==> src/rtl/rgb2luma_pipe_pkg.sv <==
// luma_pkg: mode encodings, Q0.8 coefficient sets and fixed-point constants for rgb2luma_pipe
package luma_pkg;
  typedef enum logic [1:0] {
    MODE_BT601 = 2'd0,
    MODE_BT709 = 2'd1,
    MODE_AVG   = 2'd2,
    MODE_GREEN = 2'd3
  } mode_e;
  localparam int FRAC_W  = 8;
  localparam int COEF_W  = 9;
  localparam int ROUND_C = 128;
  localparam logic [COEF_W-1:0] C601_R = 9'd77;
  localparam logic [COEF_W-1:0] C601_G = 9'd150;
  localparam logic [COEF_W-1:0] C601_B = 9'd29;
  localparam logic [COEF_W-1:0] C709_R = 9'd54;
  localparam logic [COEF_W-1:0] C709_G = 9'd183;
  localparam logic [COEF_W-1:0] C709_B = 9'd19;
  localparam logic [COEF_W-1:0] CAVG_R = 9'd85;
  localparam logic [COEF_W-1:0] CAVG_G = 9'd85;
  localparam logic [COEF_W-1:0] CAVG_B = 9'd86;
  localparam logic [COEF_W-1:0] CGRN_R = 9'd0;
  localparam logic [COEF_W-1:0] CGRN_G = 9'd256;
  localparam logic [COEF_W-1:0] CGRN_B = 9'd0;
endpackage

==> src/rtl/rgb2luma_pipe_if.sv <==
// rgb2luma_pipe_if: pixel-in / luma-out valid-ready stream bundle
interface rgb2luma_pipe_if #(parameter int PIX_W = 8);
  logic             s_valid_i;
  logic             s_ready_o;
  logic [PIX_W-1:0] s_red_i;
  logic [PIX_W-1:0] s_green_i;
  logic [PIX_W-1:0] s_blue_i;
  logic [1:0]       s_mode_i;
  logic             s_sof_i;
  logic             s_eol_i;
  logic             m_valid_o;
  logic             m_ready_i;
  logic [PIX_W-1:0] m_luma_o;
  logic             m_sof_o;
  logic             m_eol_o;
  modport slave (
    input  s_valid_i, s_red_i, s_green_i, s_blue_i, s_mode_i, s_sof_i, s_eol_i, m_ready_i,
    output s_ready_o, m_valid_o, m_luma_o, m_sof_o, m_eol_o
  );
  modport master (
    output s_valid_i, s_red_i, s_green_i, s_blue_i, s_mode_i, s_sof_i, s_eol_i, m_ready_i,
    input  s_ready_o, m_valid_o, m_luma_o, m_sof_o, m_eol_o
  );
endinterface

==> src/rtl/luma_coef_rom.sv <==
// luma_coef_rom: maps a 2-bit mode to its R/G/B luma coefficients
module luma_coef_rom
  import luma_pkg::*;
(
  input  logic [1:0]        mode,
  output logic [COEF_W-1:0] cr,
  output logic [COEF_W-1:0] cg,
  output logic [COEF_W-1:0] cb
);
  always_comb begin
    cr = mode == MODE_BT601 ? C601_R : mode == MODE_BT709 ? C709_R : mode == MODE_AVG ? CAVG_R : CGRN_R;
    cg = mode == MODE_BT601 ? C601_G : mode == MODE_BT709 ? C709_G : mode == MODE_AVG ? CAVG_G : CGRN_G;
    cb = mode == MODE_BT601 ? C601_B : mode == MODE_BT709 ? C709_B : mode == MODE_AVG ? CAVG_B : CGRN_B;
  end
endmodule

==> src/rtl/rgb2luma_pipe.sv <==
// rgb2luma_pipe: 3-stage RGB-to-luma converter with per-pixel mode, markers, backpressure and frame counter
module rgb2luma_pipe
  import luma_pkg::*;
#(
  parameter int PIX_W = 8,
  parameter int CNT_W = 16
) (
  input  logic             clk,
  input  logic             rst,
  rgb2luma_pipe_if.slave   bus,
  output logic [CNT_W-1:0] frame_cnt_o
);
  localparam int PW = PIX_W + COEF_W;
  localparam int SW = PW + 2;
  localparam int YW = SW - FRAC_W;
  logic              en, ld1, ld2, ld3;
  logic              v1_d, v1_q, v2_d, v2_q, m_valid_d, m_valid_q;
  logic [PIX_W-1:0]  red1_d, red1_q, green1_d, green1_q, blue1_d, blue1_q;
  logic [1:0]        mode1_d, mode1_q;
  logic              sof1_d, sof1_q, eol1_d, eol1_q;
  logic [COEF_W-1:0] cr, cg, cb;
  logic [PW-1:0]     pr2_d, pr2_q, pg2_d, pg2_q, pb2_d, pb2_q;
  logic              sof2_d, sof2_q, eol2_d, eol2_q;
  logic [SW-1:0]     sum;
  logic [YW-1:0]     y;
  logic [PIX_W-1:0]  luma_d, luma_q;
  logic              m_sof_d, m_sof_q, m_eol_d, m_eol_q;
  logic [CNT_W-1:0]  frame_cnt_d, frame_cnt_q;
  luma_coef_rom u_rom (.mode(mode1_q), .cr(cr), .cg(cg), .cb(cb));
  always_comb begin
    en          = !m_valid_q || bus.m_ready_i;
    ld1         = en && bus.s_valid_i;
    ld2         = en && v1_q;
    ld3         = en && v2_q;
    v1_d        = en ? bus.s_valid_i : v1_q;
    v2_d        = en ? v1_q : v2_q;
    m_valid_d   = en ? v2_q : m_valid_q;
    red1_d      = ld1 ? bus.s_red_i : red1_q;
    green1_d    = ld1 ? bus.s_green_i : green1_q;
    blue1_d     = ld1 ? bus.s_blue_i : blue1_q;
    mode1_d     = ld1 ? bus.s_mode_i : mode1_q;
    sof1_d      = ld1 ? bus.s_sof_i : sof1_q;
    eol1_d      = ld1 ? bus.s_eol_i : eol1_q;
    pr2_d       = ld2 ? PW'(red1_q) * PW'(cr) : pr2_q;
    pg2_d       = ld2 ? PW'(green1_q) * PW'(cg) : pg2_q;
    pb2_d       = ld2 ? PW'(blue1_q) * PW'(cb) : pb2_q;
    sof2_d      = ld2 ? sof1_q : sof2_q;
    eol2_d      = ld2 ? eol1_q : eol2_q;
    sum         = SW'(pr2_q) + SW'(pg2_q) + SW'(pb2_q) + SW'(ROUND_C);
    y           = YW'(sum >> FRAC_W);
    luma_d      = ld3 ? (|y[YW-1:PIX_W] ? {PIX_W{1'b1}} : y[PIX_W-1:0]) : luma_q;
    m_sof_d     = ld3 ? sof2_q : m_sof_q;
    m_eol_d     = ld3 ? eol2_q : m_eol_q;
    frame_cnt_d = m_valid_q && bus.m_ready_i && m_sof_q ? frame_cnt_q + CNT_W'(1) : frame_cnt_q;
  end
  always_ff @(posedge clk) begin
    if (rst) begin
      v1_q        <= 1'b0;
      v2_q        <= 1'b0;
      m_valid_q   <= 1'b0;
      luma_q      <= '0;
      m_sof_q     <= 1'b0;
      m_eol_q     <= 1'b0;
      frame_cnt_q <= '0;
    end else begin
      v1_q        <= v1_d;
      v2_q        <= v2_d;
      m_valid_q   <= m_valid_d;
      luma_q      <= luma_d;
      m_sof_q     <= m_sof_d;
      m_eol_q     <= m_eol_d;
      frame_cnt_q <= frame_cnt_d;
    end
  end
  always_ff @(posedge clk) begin
    red1_q   <= red1_d;
    green1_q <= green1_d;
    blue1_q  <= blue1_d;
    mode1_q  <= mode1_d;
    sof1_q   <= sof1_d;
    eol1_q   <= eol1_d;
    pr2_q    <= pr2_d;
    pg2_q    <= pg2_d;
    pb2_q    <= pb2_d;
    sof2_q   <= sof2_d;
    eol2_q   <= eol2_d;
  end
  assign bus.s_ready_o = en;
  assign bus.m_valid_o = m_valid_q;
  assign bus.m_luma_o  = luma_q;
  assign bus.m_sof_o   = m_sof_q;
  assign bus.m_eol_o   = m_eol_q;
  assign frame_cnt_o   = frame_cnt_q;
endmodule
==> src/flat_wrapper.sv <==
// flat-port wrapper written by rule: the top's interface ports become plain ports
module rgb2luma_pipe_flat import luma_pkg::*;
#(
  parameter int PIX_W = 8,
  parameter int CNT_W = 16
)
  (clk, rst, frame_cnt_o, bus_s_valid_i, bus_s_red_i, bus_s_green_i, bus_s_blue_i, bus_s_mode_i, bus_s_sof_i, bus_s_eol_i, bus_m_ready_i, bus_s_ready_o, bus_m_valid_o, bus_m_luma_o, bus_m_sof_o, bus_m_eol_o);
  rgb2luma_pipe_if #(.PIX_W(PIX_W)) bus_i ();
  input  logic clk;
  input  logic rst;
  output logic [CNT_W-1:0] frame_cnt_o;
  input wire logic [$bits(bus_i.s_valid_i)-1:0] bus_s_valid_i;
  input wire logic [$bits(bus_i.s_red_i)-1:0] bus_s_red_i;
  input wire logic [$bits(bus_i.s_green_i)-1:0] bus_s_green_i;
  input wire logic [$bits(bus_i.s_blue_i)-1:0] bus_s_blue_i;
  input wire logic [$bits(bus_i.s_mode_i)-1:0] bus_s_mode_i;
  input wire logic [$bits(bus_i.s_sof_i)-1:0] bus_s_sof_i;
  input wire logic [$bits(bus_i.s_eol_i)-1:0] bus_s_eol_i;
  input wire logic [$bits(bus_i.m_ready_i)-1:0] bus_m_ready_i;
  output wire logic [$bits(bus_i.s_ready_o)-1:0] bus_s_ready_o;
  output wire logic [$bits(bus_i.m_valid_o)-1:0] bus_m_valid_o;
  output wire logic [$bits(bus_i.m_luma_o)-1:0] bus_m_luma_o;
  output wire logic [$bits(bus_i.m_sof_o)-1:0] bus_m_sof_o;
  output wire logic [$bits(bus_i.m_eol_o)-1:0] bus_m_eol_o;
  assign bus_i.s_valid_i = bus_s_valid_i;
  assign bus_i.s_red_i = bus_s_red_i;
  assign bus_i.s_green_i = bus_s_green_i;
  assign bus_i.s_blue_i = bus_s_blue_i;
  assign bus_i.s_mode_i = bus_s_mode_i;
  assign bus_i.s_sof_i = bus_s_sof_i;
  assign bus_i.s_eol_i = bus_s_eol_i;
  assign bus_i.m_ready_i = bus_m_ready_i;
  assign bus_s_ready_o = bus_i.s_ready_o;
  assign bus_m_valid_o = bus_i.m_valid_o;
  assign bus_m_luma_o = bus_i.m_luma_o;
  assign bus_m_sof_o = bus_i.m_sof_o;
  assign bus_m_eol_o = bus_i.m_eol_o;
  rgb2luma_pipe #(.PIX_W(PIX_W), .CNT_W(CNT_W)) u_core (.clk(clk), .rst(rst), .bus(bus_i), .frame_cnt_o(frame_cnt_o));
endmodule
==> config.mk <==
export PLATFORM = sky130hd
export DESIGN_NAME = rgb2luma_pipe_flat
export DESIGN_NICKNAME = d
export VERILOG_FILES = /design/src/rtl/rgb2luma_pipe_pkg.sv /design/src/rtl/rgb2luma_pipe_if.sv /design/src/rtl/luma_coef_rom.sv /design/src/rtl/rgb2luma_pipe.sv /design/src/flat_wrapper.sv
export SDC_FILE = /design/constraint.sdc
export NUM_CORES = 1
export LEC_CHECK = 0
export ABC_AREA = 1
export CORE_MARGIN = 1
export CORE_UTILIZATION = 50
export DETAILED_ROUTE_END_ITERATION = 10
export GPL_ROUTABILITY_DRIVEN = 0
export GPL_TIMING_DRIVEN = 0
export PLACE_DENSITY = 0.71
export REMOVE_ABC_BUFFERS = 1
export SYNTH_ARGS = -nofsm -noshare
export SYNTH_HDL_FRONTEND = slang
export SYNTH_SLANG_ARGS = --single-unit
==> constraint.sdc <==
create_clock -name clk -period 5.1 [get_ports clk]
set_clock_uncertainty 0.1 [all_clocks]
set_input_delay 1.275 -clock clk [delete_from_list [all_inputs] [get_ports clk]]
set_output_delay 1.275 -clock clk [all_outputs]
set_load 0.05 [all_outputs]
**Yosys cells after proc, flatten, opt, wreduce, memory -nomap -nowiden**

Index checks and enable logic that the tools add are counted.
Widths: inputs -> output; s select.

- Add/subtract/negate cells: 4
- $mul: 3
- Equal/unequal tests: 2
- Multiplexer cells: 10
- Reductions and logical operators: 9

Operator list:

| kind | number |
|---|---|
| $mux 7 | 6 |
| $mul 8x7->15 | 2 |
| $mux 9 | 3 |
| $add 19x17->19 | 1 |
| $add 19x8->19 const B | 1 |
| $add 17x17->18 | 1 |
| $mul 8x9->17 | 1 |
| $add 16x1->16 const B | 1 |
| $mux 8 | 1 |
| $logic_and 1x1->1 | 5 |
| $reduce_or 3->1 | 1 |
| $eq 2x1->1 const B | 1 |
| $eq 2x2->1 const B | 1 |
| $logic_not 2->1 | 1 |
| $logic_not 1->1 | 1 |
| $logic_or 1x1->1 | 1 |

- Register bits: 110
- Bits of input ports: 32
- Output and inout port bits: 28
- Word-level logic and storage cells: 46

**Logic depth before layout (Yosys ltp)**

- Word-level depth: 5
- Gate-level depth with buffers: 25
- Gate-level depth less buffers: 25

**Cells and area by module**

A second synthesis with hierarchy kept.

- Cells, all modules: 1485
- Area, all modules: 12455.7 um^2

Modules (own cells, without submodules):

| module | instances | cells each | area an instance (um^2) |
|---|---|---|---|
| rgb2luma_pipe | 1 | 1452 | 12216.7 |
| luma_coef_rom | 1 | 33 | 239.0 |

**Worst setup path before layout**

Ideal clock, no wire load.

- Path type: flip-flop to flip-flop
- From: reg u_core.mode1_q[0]
- To: reg u_core.pg2_q[12] (data pin)
- Library setup time: 0.258 ns
- Arrival time: 4.902 ns
- Data required time: 4.742 ns
- Slack: -0.160 ns
- Cell stages (with the launch flop): 24
- Buffers on the path: 2
- Period minus slack after synthesis: 5.260 ns
- Path through: edfxtp_1 -> inv_1 -> ha_1 -> clkbuf_1 -> nor2_1 -> clkbuf_1 -> inv_1 -> nand2_1 -> fa_1 -> fa_1 -> inv_1 -> fa_1 -> inv_1 -> fa_1 -> inv_1 -> ha_1 -> nand2_1 -> inv_1 -> a21oi_1 -> o21ai_0 -> a21oi_1 -> nor2_1 -> nor2_1 -> xnor2_1

- Cells in the longest elaborated chain, start to end: 5
- Elaborated cells between the ends (all ways): 7
- Classes of those cells: mul (1); eq/ne (2); mux (3); reduce/logical (1)

RTL lines:

| item | RTL line | source |
|---|---|---|
| start: declaration | rgb2luma_pipe.sv:19 | `logic [1:0] mode1_d, mode1_q;` |
| start signal: assignment | rgb2luma_pipe.sv:79 | `mode1_q <= mode1_d;` |
| $eq 2x2->1 | luma_coef_rom.sv:12 | `cg = mode == MODE_BT601 ? C601_G : mode == MODE_BT709 ? C709_G : mode == MODE_AVG ? CAVG_G : CGRN_G;` |
| $mux 9 (2 in series) | luma_coef_rom.sv:12 |  |
| $mux 9 * | luma_coef_rom.sv:12 |  |
| $mul 8x9->17 * | rgb2luma_pipe.sv:45 | `pg2_d = ld2 ? PW'(green1_q) * PW'(cg) : pg2_q;` |
| end signal: assignment | rgb2luma_pipe.sv:83 | `pg2_q <= pg2_d;` |
| end: declaration | rgb2luma_pipe.sv:22 | `logic [PW-1:0] pr2_d, pr2_q, pg2_d, pg2_q, pb2_d, pb2_q;` |

Mark *: on every way between the ends. The rest lies on a longest branch, timed or not.
A chain may end at the register's enable or synchronous reset.

**Worst setup path in the final report**

- From: reg u_core.mode1_q[0]
- To: reg u_core.pg2_q[15] (data pin)

The elaborated chain is that of the path after synthesis.

==> results.rst <==
.. list-table::
   :header-rows: 1

   * - Metric
     - Value
   * - Switching power of the nets
     - ~2.8 mW
   * - Clock-pin slew reported for the worst setup and hold paths after clock tree synthesis
     - about 0.08 ns
   * - Post-DRT Antenna Nets
     - 0
   * - Detailed Routing Iterations Pass 1
     - 5
   * - TritonCTS clock tree
     - built
   * - Maximum fanout encountered on the critical timing path
     - 8
   * - Clock net sink count
     - about 110
   * - Synth top cells by count
     - sky130_fd_sc_hd__inv_1, sky130_fd_sc_hd__nand2_1, sky130_fd_sc_hd__ha_1
   * - Wire length of the first global-routing pass
     - slightly below 40000 um
   * - Top area cells in the synthesized netlist
     - sky130_fd_sc_hd__edfxtp_1, sky130_fd_sc_hd__ha_1, sky130_fd_sc_hd__fa_1, sky130_fd_sc_hd__inv_1, sky130_fd_sc_hd__nand2_1
   * - Leak
     - 6.470 nW
   * - Post-layout net count
     - around 1.6k
   * - Kind of end point of the critical path
     - flop
   * - Root buffer cell
     - sky130_fd_sc_hd__clkbuf_16
   * - Multiplexer share of the synthesized area
     - 0%
   * - Number of standard cells in the layout, taps in and fillers out
     - about 1.6k
   * - Status
     - completed
   * - I/O pin count
     - 60
   * - Fraction of registers with async set or reset after synthesis
     - 0%
   * - Mapped Area
     - around 11000 um2
   * - Largest buffer count on any clock path
     - 2
   * - Total half-perimeter wirelength after legalization and detailed placement
     - roughly 18000 um
   * - Total CTS buffers
     - 9
   * - Internal
     - about 3 mW
   * - Share of power burned in the clock network
     - roughly an eighth
   * - Tightest Hold Check Type
     - reg2reg
   * - Arithmetic-cell share of the synthesized area counting full adders, half adders and majority gates
     - between 30% and 40%
   * - Number of maximum-capacitance constraint violations
     - 0
   * - EDFF count, synth
     - 77
   * - Post-route setup TNS
     - 0 ns
   * - Netlist cell types
     - 40
   * - Vias in the first global route
     - roughly 8k
   * - Cell type with the highest aggregate area in the netlist
     - sky130_fd_sc_hd__edfxtp_1
   * - Die Area
     - between 20000 and 25000 um2
   * - Worst voltage drop across the vdd grid
     - approximately 0.00033 V
   * - Max-slew violation count
     - 0
   * - Power consumption
     - ~5.7 mW
   * - Placed Cells incl. Taps
     - about 1.6k
   * - Input/output buffers
     - 59
   * - Initial cell density of the core
     - 51.03%
   * - Net switching fraction of the power
     - between 40% and 50%
   * - Diodes inserted
     - 0
   * - Gate count of the mapped netlist
     - 1278
   * - Layout Cell Area excl Fill
     - around 12000 um2
   * - DR iter-0 viols
     - 547
   * - Pin count of the biggest net entering global routing
     - 48
   * - Count of state elements after synthesis
     - 106
   * - Largest family of logic cells by synthesized area
     - adder cells
   * - Standard cell core area
     - about 21000 um2
   * - Placed instance area
     - approximately 12000 um2
   * - Detailed-route DRC error count
     - 0
   * - CTS hold repair buffers
     - 0
   * - Mapped Avg Cell Area
     - ~8.4 um2
   * - Top cell by count, worst path
     - sky130_fd_sc_hd__fa_1
   * - Required @ worst endpoint
     - between 5 and 6 ns
   * - Die width
     - 148.7 um
   * - CP Data Arrival Time
     - ~5 ns
   * - Post-detailed-routing wire length
     - 23480 um
   * - Parity-gate share of the synthesized area counting xor and xnor cells
     - under 10%
   * - Maximum clock frequency
     - about 200 MHz
   * - Grt total ovfl
     - 0
   * - Die span in y
     - between 100 and 150 um
   * - Type of element launching the critical path
     - flop
   * - Ratio of cells with drive above 1 in the final layout
     - under 10%
   * - Cell type of the slowest stage on the worst timing path
     - sky130_fd_sc_hd__fa_1
   * - Standard-cell row count
     - 53
   * - Sequential-to-total area share from yosys stat
     - between 20 and 30%
   * - Final Cycle Share
     - between 90 and 100%
   * - Delay of the slowest cell on the worst path
     - around 0.55 ns
   * - Part of the power in registers
     - 20.5%
   * - Cell Pwr Density
     - 457.2 nW/um2
   * - Number of endpoints failing setup at the final stage
     - 0
   * - Family with the most delay on the worst path
     - adder cells
   * - Clock insertion delay at the later pin of the skew report
     - around 0.36 ns
   * - Core Util, Final
     - 59.27%
   * - Category of the most critical setup path
     - reg2reg
   * - Number of synthesis warnings
     - 0
   * - Total track usage
     - between 20% and 30%
   * - Ordered cell list for the critical path
     - clkinvlp_4 -> ha_4 -> nor2_4 -> buf_6 -> buf_6 -> nor2_1 -> ha_1 -> fa_1 -> inv_1 -> fa_1 -> fa_1 -> inv_1 -> ha_4 -> a21o_1 -> a31oi_4 -> o211ai_1 -> nand2_1 -> o21ai_2 -> xor2_1
   * - Routed via count
     - about 8.3k
   * - Worst slew margin relative to its limit
     - ~17%
   * - Library cell with the highest instance count after synthesis
     - sky130_fd_sc_hd__inv_1
   * - DR vias/cell
     - ~5
   * - Final routed wire length divided by cell count
     - 14.33 um
   * - Combinational Power Share
     - 66.9%
   * - H-tree levels
     - 3
   * - Synth Area in Compound Gates
     - about 6.7%
   * - Slew at the pin closest to its max-slew limit
     - about 1.2 ns
   * - Count of buffering cells on the critical path with inverters included
     - 5
   * - Area growth from synthesis to layout
     - 16.15%
   * - Filler Cells Inserted
     - 1844
   * - Post-Synth Simple-Gate Area
     - between 10% and 20%
   * - Initial antenna violation count
     - 0
   * - Post-synth top area share
     - between 20% and 30%
   * - Most used flip-flop cell after synthesis
     - sky130_fd_sc_hd__edfxtp_1
   * - Number of failing hold endpoints at the final stage
     - 0
   * - Final critical delay including setup and external delays
     - 4.989 ns
## cell usage in the layout, fill, tap and decap left out, drive strengths merged, types with 38 or more instances in the layout
cell type	instances
edfxtp	77
ha	163
inv	299
o21ai	40
a21oi	77
nor2	109
fa	86
xor2	38
nand3	42
nand2	252
clkdlybuf4s50	59
## logic make-up (layout without fill, tap and decap cells)
kind of cell,count (synthesis),after routing
fa+ha+maj,249,249
flops,106,106
compound gates,135,135
simple gates,421,421
xor+xnor,53,53
buf+inv,314,399
## worst paths after layout
check                                                 start                    endpoint  slack (ns)  cells after the start
worst max-delay path            u_core.mode1_q[0]$_DFFE_PP_  u_core.pg2_q[15]$_DFFE_PP_        0.11                     19
worst min-delay path                u_core.sof1_q$_DFFE_PP_     u_core.sof2_q$_DFFE_PP_        0.33                      0
worst max register to register  u_core.mode1_q[0]$_DFFE_PP_  u_core.pg2_q[15]$_DFFE_PP_        0.11                     19
worst min register to register      u_core.sof1_q$_DFFE_PP_     u_core.sof2_q$_DFFE_PP_        0.33                      0
## stage by stage
stage,hold WS [ns],setup WS [ns]
finish,0.3262,0.1109
global route,0.3294,-0.09139
CTS,0.3283,-0.04541
detailed placement,0.3079,-2.010
global placement,0.3049,-2.006
floorplan,0.3003,-0.4435
## cell type report
cell class                      count  area, um2  area share [%]
Clock inverter                      7      83.83          0.6707
Multi-Input combinational cell    858       6989           55.92
Clock buffer                        9      225.2           1.802
Sequential cell                   106       2893           23.15
Timing Repair Buffer               85      838.3           6.707
Inverter                          298       1125           9.000
Tap cell                          275      344.1           2.753
## metal layers
layer	vias to the layer above	wire length, um	GRT usage [%]	share of wire [%]
met5	-	0	0	0
met4	0	721	7.526	3.1
met3	46	1295	3.834	5.5
met2	256	11160	37.90	48
met1	3855	10310	28.53	44
li1	4169	-	-	-
## timing repair
item                       CTS  global route
buffers inserted            16             9
gates resized for setup     21            52
pin swaps                    6            19
setup endpoints to repair   32            12
## state kept, by name, indices dropped and copies added (netlist names)
signal and count:
u_core.pg2_q 17, u_core.frame_cnt_o 16, u_core.pb2_q 15, u_core.pr2_q 15, u_core.blue1_q 8, u_core.bus.m_luma_o 8, u_core.green1_q 8, u_core.red1_q 8
u_core.mode1_q 2, u_core.bus.m_eol_o 1, u_core.bus.m_sof_o 1, u_core.bus.m_valid_o 1, u_core.eol1_q 1, u_core.eol2_q 1, u_core.sof1_q 1, u_core.sof2_q 1
u_core.v1_q 1, u_core.v2_q 1
## power groups by stage
stage,Combinational [mW],Sequential (mW),Clock [mW]
after floorplan,2.66,1.20,0
after global placement,3.37,1.19,0
after detailed placement,3.44,1.20,0
after CTS,3.55,1.18,0.735
after global routing,4.35,1.19,0.766
final,3.82,1.17,0.717
Power figures use the tool's default switching activity.
